## src/rtl/gray_counter_pkg.sv

```systemverilog
// Shared Gray-code helpers for the gray_counter slice.
// Functions work on GRAY_MAX_WIDTH bits; callers zero-extend their operands and slice the results.
package gray_pkg;

  localparam int unsigned GRAY_MAX_WIDTH = 32;

  function automatic logic [GRAY_MAX_WIDTH-1:0] bin2gray(input logic [GRAY_MAX_WIDTH-1:0] value);
    return value ^ (value >> 1);
  endfunction

  // Prefix XOR built from doubling shifts: bit i ends up as the XOR of all bits at or above i.
  function automatic logic [GRAY_MAX_WIDTH-1:0] gray2bin(input logic [GRAY_MAX_WIDTH-1:0] value);
    logic [GRAY_MAX_WIDTH-1:0] b;
    b = value;
    for (int s = 1; s < GRAY_MAX_WIDTH; s = s * 2) begin
      b = b ^ (b >> s);
    end
    return b;
  endfunction

endpackage

```

## src/rtl/gray_counter_if.sv

```systemverilog
// Control and status bundle for gray_counter.
// The master drives the count controls; the slave (the counter) returns the counts and flags.
interface gray_counter_if #(
  parameter int unsigned WIDTH = 4
);
  logic             en;
  logic             up_dn;
  logic             load;
  logic [WIDTH-1:0] load_gray;
  logic [WIDTH-1:0] gray_q;
  logic [WIDTH-1:0] bin_q;
  logic             tc;
  logic             wrap;

  modport master (
    output en, up_dn, load, load_gray,
    input  gray_q, bin_q, tc, wrap
  );

  modport slave (
    input  en, up_dn, load, load_gray,
    output gray_q, bin_q, tc, wrap
  );
endinterface

```

## src/rtl/gray_counter_gray_to_bin_conv.sv

```systemverilog
// Combinational Gray-to-binary decoder.
// Each binary bit is the XOR of its own Gray bit and every Gray bit above it.
module gray_to_bin_conv #(
  parameter int unsigned WIDTH = 4
) (
  input  logic [WIDTH-1:0] gray_i,
  output logic [WIDTH-1:0] bin_o
);

  for (genvar i = 0; i < WIDTH; i++) begin : g_bit
    assign bin_o[i] = ^gray_i[WIDTH-1:i];
  end

endmodule

```

## src/rtl/gray_counter.sv

```systemverilog
// Registered up/down Gray-code counter with synchronous load, wrap pulse and terminal-count flag.
// Define GRAY_COUNTER_SAT_EN to saturate at the end values instead of wrapping around.
module gray_counter
  import gray_pkg::*;
#(
  parameter int unsigned WIDTH    = 4,
  parameter int unsigned INIT_BIN = 0
) (
  input logic           clk,
  input logic           rst,
  gray_counter_if.slave bus
);

  localparam logic [WIDTH-1:0] MAX_VAL = '1;
  localparam logic [WIDTH-1:0] INIT_B  = WIDTH'(INIT_BIN);
  localparam logic [WIDTH-1:0] INIT_G  = WIDTH'(bin2gray(INIT_BIN));

  logic [WIDTH-1:0] load_bin;
  logic [WIDTH-1:0] step_bin;
  logic [WIDTH-1:0] bin_d, bin_q;
  logic [WIDTH-1:0] gray_d, gray_q;
  logic             wrap_d, wrap_q;
  logic             at_end;

  gray_to_bin_conv #(
    .WIDTH (WIDTH)
  ) u_load_dec (
    .gray_i (bus.load_gray),
    .bin_o  (load_bin)
  );

  assign at_end   = bus.up_dn ? (bin_q == MAX_VAL) : (bin_q == '0);
  assign step_bin = bus.up_dn ? (bin_q + WIDTH'(1)) : (bin_q - WIDTH'(1));

  always_comb begin
    bin_d  = bin_q;
    wrap_d = 1'b0;
    if (bus.load) begin
      bin_d = load_bin;
    end else if (bus.en) begin
`ifdef GRAY_COUNTER_SAT_EN
      if (!at_end) begin
        bin_d = step_bin;
      end
`else
      bin_d  = step_bin;
      wrap_d = at_end;
`endif
    end
  end

  // Gray is always re-encoded from the next binary value so the output is a clean register.
  always_comb begin
    gray_d = WIDTH'(bin2gray(GRAY_MAX_WIDTH'(bin_d)));
  end

  always_ff @(posedge clk or posedge rst) begin
    if (rst) begin
      bin_q  <= INIT_B;
      gray_q <= INIT_G;
      wrap_q <= 1'b0;
    end else begin
      bin_q  <= bin_d;
      gray_q <= gray_d;
      wrap_q <= wrap_d;
    end
  end

  assign bus.bin_q  = bin_q;
  assign bus.gray_q = gray_q;
  assign bus.wrap   = wrap_q;
  assign bus.tc     = at_end;

endmodule

```

## src/flat_wrapper.sv

```systemverilog
// flat-port wrapper written by rule: the top's interface ports become plain ports
module gray_counter_flat import gray_pkg::*;
#(
  parameter int unsigned WIDTH    = 4,
  parameter int unsigned INIT_BIN = 0
)
  (clk, rst, bus_en, bus_up_dn, bus_load, bus_load_gray, bus_gray_q, bus_bin_q, bus_tc, bus_wrap);
  gray_counter_if #(.WIDTH(WIDTH)) bus_i ();
  input logic clk;
  input logic rst;
  input wire logic [$bits(bus_i.en)-1:0] bus_en;
  input wire logic [$bits(bus_i.up_dn)-1:0] bus_up_dn;
  input wire logic [$bits(bus_i.load)-1:0] bus_load;
  input wire logic [$bits(bus_i.load_gray)-1:0] bus_load_gray;
  output wire logic [$bits(bus_i.gray_q)-1:0] bus_gray_q;
  output wire logic [$bits(bus_i.bin_q)-1:0] bus_bin_q;
  output wire logic [$bits(bus_i.tc)-1:0] bus_tc;
  output wire logic [$bits(bus_i.wrap)-1:0] bus_wrap;
  assign bus_i.en = bus_en;
  assign bus_i.up_dn = bus_up_dn;
  assign bus_i.load = bus_load;
  assign bus_i.load_gray = bus_load_gray;
  assign bus_gray_q = bus_i.gray_q;
  assign bus_bin_q = bus_i.bin_q;
  assign bus_tc = bus_i.tc;
  assign bus_wrap = bus_i.wrap;
  gray_counter #(.WIDTH(WIDTH), .INIT_BIN(INIT_BIN)) u_core (.clk(clk), .rst(rst), .bus(bus_i));
endmodule
```

## config.mk

```make
export PLATFORM = sky130hd
export DESIGN_NAME = gray_counter_flat
export DESIGN_NICKNAME = d
export VERILOG_FILES = /design/src/rtl/gray_counter_pkg.sv /design/src/rtl/gray_counter_if.sv /design/src/rtl/gray_counter_gray_to_bin_conv.sv /design/src/rtl/gray_counter.sv /design/src/flat_wrapper.sv
export SDC_FILE = /design/constraint.sdc
export NUM_CORES = 1
export LEC_CHECK = 0
export ABC_AREA = 1
export BUFFER_PORTS_ARGS = -buffer_cell sky130_fd_sc_hd__buf_2
export CAP_MARGIN = 10
export CELL_PAD_IN_SITES_DETAIL_PLACEMENT = 1
export CELL_PAD_IN_SITES_GLOBAL_PLACEMENT = 2
export CORE_ASPECT_RATIO = 1.25
export CORE_MARGIN = 2
export CORE_UTILIZATION = 29
export CTS_BUF_LIST = sky130_fd_sc_hd__clkbuf_4
export DETAILED_ROUTE_END_ITERATION = 7
export PLACE_DENSITY = 0.92
export REMOVE_ABC_BUFFERS = 1
export SLEW_MARGIN = 20
export SYNTH_ARGS = -nofsm -noshare
export SYNTH_HDL_FRONTEND = slang
export SYNTH_SLANG_ARGS = --single-unit
```

## constraint.sdc

```tcl
create_clock -name clk -period 4.65 [get_ports clk]
set_clock_uncertainty 0.1 [all_clocks]
set_input_delay 1.395 -clock clk [delete_from_list [all_inputs] [get_ports clk]]
set_output_delay 1.395 -clock clk [all_outputs]
set_load 0.005 [all_outputs]
```

# == Word-level counts from Yosys, hierarchy flattened ==
# Cells that the tools add are included.
# W data, S select, Z words.
# op_classes
n_bitwise,1
n_reduce_logical,4
add_sub_neg,2
mux,6
n_eq_ne,1
# ops
operator,n
$mux W4,3
$add A4 B1 Y4 const B,1
$eq A4 B4 Y1 const B,1
$logic_not A4 Y1,1
$reduce_xor A4 Y1,1
$sub A4 B1 Y4 const B,1
$xor A4 B3 Y4,1
$mux W1,3
$reduce_xor A3 Y1,1
$reduce_xor A2 Y1,1
# totals
input_bits,9
reg_bits,9
elab_cells,17
output_inout_bits,10

# == Longest topological paths before layout ==
# Gate-level depths: netlist of the first run.
# logic_depth
depth_word,5
depth_mapped,11
depth_no_buf,11

# == Cells and area by module ==
# From an unflattened synthesis of the first run, not the netlist that was laid out.
# unflattened
hier_cells,83
area_unflattened_um2,575.6
# modules_own_cells
module,seq_area_each_um2,n_inst,area_each_um2,cells_each
gray_counter,200.2,1,485.5,62
gray_to_bin_conv,0.0,1,90.1,21

# == Worst setup path before layout of the first run ==
# Ideal clock, no wire load.
# synth_path
path_type,input port to output port
start,in bus_up_dn
end,out bus_tc
path_slack_ns,1.451
n_path_buf,0
required_time_ns,3.155
cell_stages,3
arrival_ns,1.704
path_cell_list,inv_1 -> nand2_1 -> o22ai_1
# synth_between
elab_chain_cells,1
# synth_lines
item,line_no,text
start: declaration,flat_wrapper.sv:12,input wire logic [$bits(bus_i.up_dn)-1:0] bus_up_dn;
$mux W1,gray_counter.sv:32,assign at_end = bus.up_dn ? (bin_q == MAX_VAL) : (bin_q == '0);
end: declaration,flat_wrapper.sv:17,output wire logic [$bits(bus_i.tc)-1:0] bus_tc;
# Every way passes these cells.

# == Worst setup path in the final report of the first run ==
# Same ends and word-level chain as after synthesis.

==> results.tsv, run 1 <==
metric	value	unit
status	completed	
cp_num_buf_inv	3	
grt_use_met2	26.5	%
worstSetupPathType	input pin to primary output	
grt_pass1_wl	2.30	mm
synth_cell_type_count	20	
area_delta_synth_final	21.1	%
busiest_layer	met2	
worst_pin_slew	0.276	ns
cts_hold_buf	0	
drtIter0Drc	3	
worstPathRequired	3.15	ns
ir_drop	98.0	µV
cp_max_fo	3	
antennaDiodeCount	0	
drt_wl_total	1.32	mm
cp-start-kind	input pin	
cts_setup_buffers	0	
slew_headroom	81.6	%
use_met3	2.01	%
fmax	0.283	GHz
ant_nets	0	
cp_top_family	buffers and inverters	
avgSynthCellArea	7.18	µm²
core	1940	µm²
synth_top_family_by_area	simple AND/OR/NAND/NOR gates	
nNetsFinal	114	
max_stage_delay	0.19	ns
hold_viol_final	0	
static-leakage-power	0.000414	µW
insertion_delay	0.25	ns
worst-endpoint-arrival	2.03	ns
synth-xor-area-share	3.01	%
period_share	75.9	%
report.final.slew_viol_count	0	
die_w	44.1	µm
synth-compound-area-share	5.81	%
cts_buffer_depth	2	
dp_hpwl	1.16	mm
cp_cell_sequence	buf_2 -> inv_1 -> nand2_1 -> o22ai_1 -> buf_2	
first_pass_iters	2	
drc	0	
r2r_start	u_core.bus.bin_q[0]	
synth_mux_area_share	0	%
hold_class	register to register	
start_util	30.0	%
clk_pin_slew	0.05	ns
cts_buffers	3	
antenna_found_initial	0	
cts_root_buf	clkbuf_4	
gr-usage-met1	12.7	%
synthCells	81	
yosys_warnings	0	
grt-ovfl-total	0	
rsz0062_at_grt	false	
power	219	µW
stdcell_area	704	µm²
yosysSeqAreaShare	34.4	%
crit_start	bus_up_dn	
cts_sinks	8	
ios	19	
synthAdderAreaFrac	7.74	%
period_needed	3.53	ns
slowest_stage	o22ai_1	
ff2ff_setup_slack	2.82	ns
dieHeight	54.1	µm
grt_pass1_vias	589	
wl_per_cell	11.0	µm
dpl.cell_count	117	
port_buffers	18	
gp_congestion	0.776	
synth_seq_cells	8	
critPathCaptureType	primary output	
cap_violations	0	
dpl_cell_area	682	µm²
via_per_inst	4.71	
die_area	2380	µm²
grt_max_degree	10	
cts_tree	built	
tns	0	ns
rows	18	
track_usage	13.9	%
power_density	311	nW/µm²
setup_viol	0	
htree_levels	1	
cp_common_cell	buf_2	
layoutNonFillerInstCount	120	
synthSimpleGateAreaFrac	37.4	%
syn_area	582	µm²
worstHoldStart	u_core.bus.bin_q[0]	
cts_resized	0	
vias	565	
drive_gt1_share	32.0	%
[per-stage QoR]
step	hold WS (ns)	setup WS (ns)	util, %
after global placement	0.578	1.20	35.2
after detailed placement	0.600	1.13	35.2
after CTS	0.610	1.13	36.4
after global routing	0.673	1.05	36.4
final	0.606	1.12	36.4
after floorplan	0.539	1.45	-
[final timing paths]
kind,to,cells after the start
worst max-delay path,bus_tc,5
worst min-delay path,u_core.bus.bin_q[0],3
worst max register to register,u_core.bus.gray_q[2],9
worst min register to register,u_core.bus.bin_q[0],3
max in group asynchronous,u_core.bus.bin_q[3],2
min in group asynchronous,u_core.bus.bin_q[2],2
[cells in the final DEF (no fill, tap or decap), drive strengths merged]
master	n
nand3	9
inv	14
fa	1
o21ai	2
dfrtp	8
nand3b	1
ha	2
or2	3
xor2	1
a21oi	2
clkbuf	3
o22ai	1
xnor2	1
nor2	2
nand2	32
buf	18
[cells by family after synthesis]
kind of cell    Yosys count
compound gates            5
buf+inv                  16
flops                     8
xor+xnor                  2
simple gates             47
fa+ha+maj                 3
[tightest hold or removal path: stages, from the launching register on]
cell      delay (ns)
dfrtp_1         0.41
nand2_1         0.09
nand3b_2        0.11
nand2_2         0.06
[cells in the mapped netlist (all sizes together)]
| library cell | number | share of area, % |
|---|---|---|
| nand2 | 32 | 22 |
| inv | 14 | 9.0 |
| nand3 | 9 | 8.6 |
| dfrtp | 8 | 34 |
| or2 | 3 | 3.2 |
| a21oi | 2 | 2.4 |
| buf | 2 | 2.6 |
| ha | 2 | 4.3 |
| nor2 | 2 | 1.3 |
| o21ai | 2 | 2.4 |
| fa | 1 | 3.4 |
| nand3b | 1 | 1.9 |
| o22ai | 1 | 1.1 |
| xnor2 | 1 | 1.5 |
| xor2 | 1 | 1.5 |
[power breakdown]
| part | internal (µW) | switching [µW] | leakage [µW] |
|---|---|---|---|
| clock | 29.4 | 22.2 | 0.0000138 |
| combinational | 33.3 | 45.4 | 0.000304 |
| sequential | 80.9 | 7.74 | 0.0000963 |
| total | 144 | 75.3 | 0.000414 |
[per-layer routing]
metal  vias to the layer above  routed length [µm]  part of all wire, %
li1                        286                   -                    -
met2                        15                 752                   57
met4                         0                  10                 0.76
met5                         -                   0                    0
met1                       262                 500                   38
met3                         2                  57                  4.3
[sequential cells by signal (all words and copies together), names as in the netlist]
name,count
u_core.bus.bin_q,4
u_core.bus.wrap,1
u_core.bus.gray_q,3
[final cells by class]
type	instances	area (µm²)
fillers	267	1230
well taps	20	25.0
clock buffers	3	22.5
flip-flops and latches	8	200
repair buffers	18	90.1
multi-input cells	57	314
inverters	14	52.6
Note: power is estimated with default switching activity, not from simulation.
==> run 2: changes to the inputs <==
- CORE_UTILIZATION: 29 -> 24
- PLACE_DENSITY: 0.92 -> 0.83
- clock period: 4.65 -> 2.9 ns (I/O delays scaled with it)
==> run 2 against run 1 <==
Against the previous run: sequential power rose by 60%; total power is 58% higher; combinational power is 58% higher; design area up 2.0%; register-to-register slack worse by 1.7 ns; via count increased by 0.35%; global-route usage down 2.7 points; largest cell class unchanged.
==> results.tsv, run 2 (synthesis results as in run 1) <==
metric	value	unit	change
ant_nets	0		unchanged
worst_pin_slew	0.290	ns	+0.0136 ns
vias	567		+0.35%
power_density	481	nW/µm²	+55%
drc	0		unchanged
static-leakage-power	0.000414	µW	unchanged
antenna_found_initial	0		unchanged
htree_levels	1		unchanged
clk_pin_slew	0.05	ns	about the same
fmax	0.413	GHz	
wl_per_cell	9.96	µm	-9.4%
port_buffers	18		unchanged
core	2260	µm²	+17%
layout_commonest_cell	nand2_1		
cap_violations	0		unchanged
status	completed		
slew_headroom	80.7	%	-0.91 points
cts_tree	built		
rsz0062_at_grt	false		
gp_congestion	0.720		-7.2%
cts_hold_buf	0		unchanged
grt_max_degree	10		unchanged
nNetsFinal	114		unchanged
dpl_cell_area	696	µm²	+2.0%
drt_wl_total	1.31	mm	-1.1%
hold_viol_final	0		unchanged
dp_hpwl	1.20	mm	+3.0%
largest_reg_flops	4		unchanged
period_share	83.5	%	
tns	0	ns	unchanged
cp-start-kind	input pin		
track_usage	11.2	%	-2.7 points
hold_class	input pin to async pin		
worstPathRequired	1.93	ns	-1.22 ns
top_register	u_core.bus.bin_q		
cts_root_buf	clkbuf_4		
dieHeight	59.1	µm	+9.2%
area_delta_synth_final	23.4	%	
rows	19		+1
start_util	25.8	%	-4.3 points
drtIter0Drc	1		-2
first_pass_iters	2		unchanged
cts_resized	0		unchanged
stdcell_area	718	µm²	+2.0%
setup_viol	0		unchanged
drive_gt1_share	32.0	%	unchanged
insertion_delay	0.24	ns	about the same
period_needed	2.42	ns	
cts_sinks	8		unchanged
die_w	48.0	µm	+9.0%
whs	0.454	ns	-0.152 ns
grt-ovfl-total	0		unchanged
critPathCaptureType	primary output		
grt_pass1_wl	2.25	mm	-2.4%
ios	19		unchanged
report.final.slew_viol_count	0		unchanged
via_per_inst	4.33		-8.1%
cts_buffers	3		unchanged
ff2ff_setup_slack	1.11	ns	-1.71 ns
antennaDiodeCount	0		unchanged
die_area	2840	µm²	+19%
cp_max_fo	3		unchanged
cts_setup_buffers	0		unchanged
grt_pass1_vias	588		-0.17%
ir_drop	153	µV	+56%
worstSetupPathType	input pin to primary output		
cts_buffer_depth	2		unchanged
final_cell_mix	nand2_1, buf_2, inv_1		
worst-endpoint-arrival	1.45	ns	-0.58 ns
## run 2: cell counts in the layout (fill, tap and decap cells not counted)
Identical to the previous run, type by type.
## run 2: report_power, final
group          switching (µW)  internal (µW)
registers                12.3            130
logic                    71.0           52.8
clock network            32.9           47.0
## run 2: per-layer routing
metal | GRT usage (%) | wire (µm)
met1 | 12.4 | 508
met2 | 18.7 | 682
met3 | 2.44 | 95
met4 | 6.56 | 19
met5 | 0 | 0
## run 2: final timing paths
check / from / end / depth (start not counted)
max reg2reg: u_core.bus.bin_q[0] / u_core.bus.gray_q[2] / 9
max in group asynchronous: rst / u_core.bus.bin_q[0] / 2
max: bus_up_dn / bus_tc / 5
min reg2reg: u_core.bus.bin_q[0] / u_core.bus.bin_q[0] / 3
min in group clk: u_core.bus.bin_q[0] / u_core.bus.bin_q[0] / 3
min: rst / u_core.bus.bin_q[3] / 2
## run 2: final cells by class
cell class	count	area, µm²
Inverter	14	52.6
Timing Repair Buffer	18	90.1
Fill cell	305	1540
Clock buffer	3	22.5
Tap cell	31	38.8
Sequential cell	8	200
Multi-Input combinational cell	57	314
## run 2: metrics by stage
step | std cells | total power, µW | setup slack (ns) | util, %
2_1_floorplan | 79 | 221 | 0.751 | -
3_3_place_gp | 128 | 266 | 0.497 | 30.8
3_5_place_dp | 128 | 271 | 0.467 | 30.8
4_1_cts | 131 | 353 | 0.467 | 31.8
5_1_grt | 131 | 379 | 0.426 | 31.8
6_report | 131 | 346 | 0.479 | 31.8
## run 2: worst max-delay path: stages
cell and delay (ns):
buf_2 0.12, inv_1 0.09, nand2_1 0.07, o22ai_1 0.15, buf_2 0.14
==> run 3: changes to the inputs <==
- clock period: 2.9 -> 2.15 ns (I/O delays scaled with it)
==> run 3 against run 2 <==
Against the previous run: worst setup slack got worse by 0.35 ns; sequential share of layout area unchanged; worst hold slack worse by 0.23 ns; critical endpoint unchanged; highest routed layer unchanged.
==> results.tsv, run 3 (synthesis results as in run 1) <==
metric	value	unit	change
critPathCaptureType	primary output		
die_w	48.0	µm	unchanged
ir_drop	209	µV	+37%
worstSetupPathType	input pin to primary output		
insertion_delay	0.25	ns	about the same
p_comb_share	35.3	%	-0.5 points
power_density	663	nW/µm²	+38%
drc	0		unchanged
area_delta_synth_final	23.4	%	unchanged
power	476	µW	+38%
layout_commonest_cell	nand2_1		
cp-start-kind	input pin		
n_fill_cell	305		unchanged
tns	0	ns	unchanged
worst-endpoint-arrival	1.27	ns	-0.18 ns
vias	575		+1.4%
cts_resized	0		unchanged
grt_max_degree	10		unchanged
largest_reg_flops	4		unchanged
ant_nets	0		unchanged
first_pass_iters	2		unchanged
cts_setup_buffers	0		unchanged
place_ws	0.108	ns	-0.360 ns
static-leakage-power	0.000414	µW	unchanged
gp_congestion	0.713		-1.0%
worst_pin_slew	0.299	ns	+0.00903 ns
grt-ovfl-total	0		unchanged
core	2260	µm²	unchanged
drtIter0Drc	3		+2
final_cell_mix	nand2_1, buf_2, inv_1		
dp_hpwl	1.23	mm	+2.7%
track_usage	11.1	%	-0.040 points
start_util	25.8	%	unchanged
period_share	93.8	%	
port_buffers	18		unchanged
cts_hold_buf	0		unchanged
setup_slack	0.134	ns	-0.346 ns
top_register	u_core.bus.bin_q		
slew_headroom	80.1	%	-0.60 points
pwr-share-seq	40.4	%	-0.7 points
wl_per_cell	10.8	µm	+8.5%
cts_buffers	3		unchanged
antennaDiodeCount	0		unchanged
p_int	310	µW	+35%
cap_violations	0		unchanged
grt_pass1_wl	2.16	mm	-4.0%
cts_tree	built		
cts_buffer_depth	2		unchanged
rsz0062_at_grt	false		
period_needed	2.02	ns	
status	completed		
via_per_inst	4.39		+1.4%
nNetsFinal	114		unchanged
cts_sinks	8		unchanged
switchingPower	166	µW	+43%
drt_wl_total	1.42	mm	+8.5%
die_area	2840	µm²	unchanged
dieHeight	59.1	µm	unchanged
clk_pin_slew	0.05	ns	about the same
clockPowerShare	24.3	%	+1.2 points
ios	19		unchanged
grt_pass1_vias	564		-4.1%
htree_levels	1		unchanged
rows	19		unchanged
report.final.slew_viol_count	0		unchanged
fmax	0.496	GHz	
antenna_found_initial	0		unchanged
dpl_cell_area	696	µm²	unchanged
postLayoutCoreUtil	31.8	%	unchanged
stdcell_area	718	µm²	unchanged
cts_root_buf	clkbuf_4		
hold_viol_final	0		unchanged
cp_max_fo	3		unchanged
swShare	34.9	%	+1.3 points
hold_class	input pin to async pin		
worstPathRequired	1.40	ns	-0.53 ns
setup_viol	0		unchanged
drive_gt1_share	32.0	%	unchanged
==> run 3: cell counts in the layout (fill, tap and decap cells not counted) <==
Identical to the previous run, type by type.
==> run 3: critical path: stages <==
cell,delay (ns)
buf_2,0.12
inv_1,0.10
nand2_1,0.08
o22ai_1,0.18
buf_2,0.15
==> run 3: power by group through the flow <==
stage / Combinational, µW / Sequential (µW) / Clock [µW]
final: 168 / 192 / 115
after detailed placement: 172 / 196 / 0
after global routing: 193 / 195 / 122
after CTS: 173 / 193 / 120
after floorplan: 102 / 196 / 0
after global placement: 164 / 195 / 0
==> run 3: area by class of cell <==
class / count / area (µm²) / area share (%)
clock buffer: 3 / 22.5 / 3.14
inverter: 14 / 52.6 / 7.32
multi-input combinational: 57 / 314 / 43.7
sequential: 8 / 200 / 27.9
tap: 31 / 38.8 / 5.40
timing repair buffer: 18 / 90.1 / 12.5
==> run 3: worst paths after layout <==
kind	from	endpoint	slack [ns]	cells after the start
min reg2reg	u_core.bus.bin_q[0]	u_core.bus.bin_q[0]	0.61	3
min in group clk	bus_en	u_core.bus.wrap	0.60	3
min	rst	u_core.bus.gray_q[1]	0.22	2
max reg2reg	u_core.bus.bin_q[0]	u_core.bus.gray_q[2]	0.32	9
max in group asynchronous	rst	u_core.bus.gray_q[0]	1.50	2
max	bus_up_dn	bus_tc	0.13	5
==> run 3: through the flow <==
stage                     instances  hold WS [ns]
after floorplan                  79         0.361
after global placement          128         0.506
after detailed placement        128         0.507
after CTS                       131         0.226
after global routing            131         0.260
final                           131         0.223
==> run 3: routing by layer <==
metal | wire length, µm | vias up | share of wire, % | GRT usage, %
met2 | 765 | 18 | 54 | 19.2
met1 | 556 | 266 | 39 | 11.3
met3 | 65 | 4 | 4.6 | 1.83
met5 | 0 | - | 0 | 0
li1 | - | 287 | - | -
met4 | 29 | 0 | 2.0 | 8.11
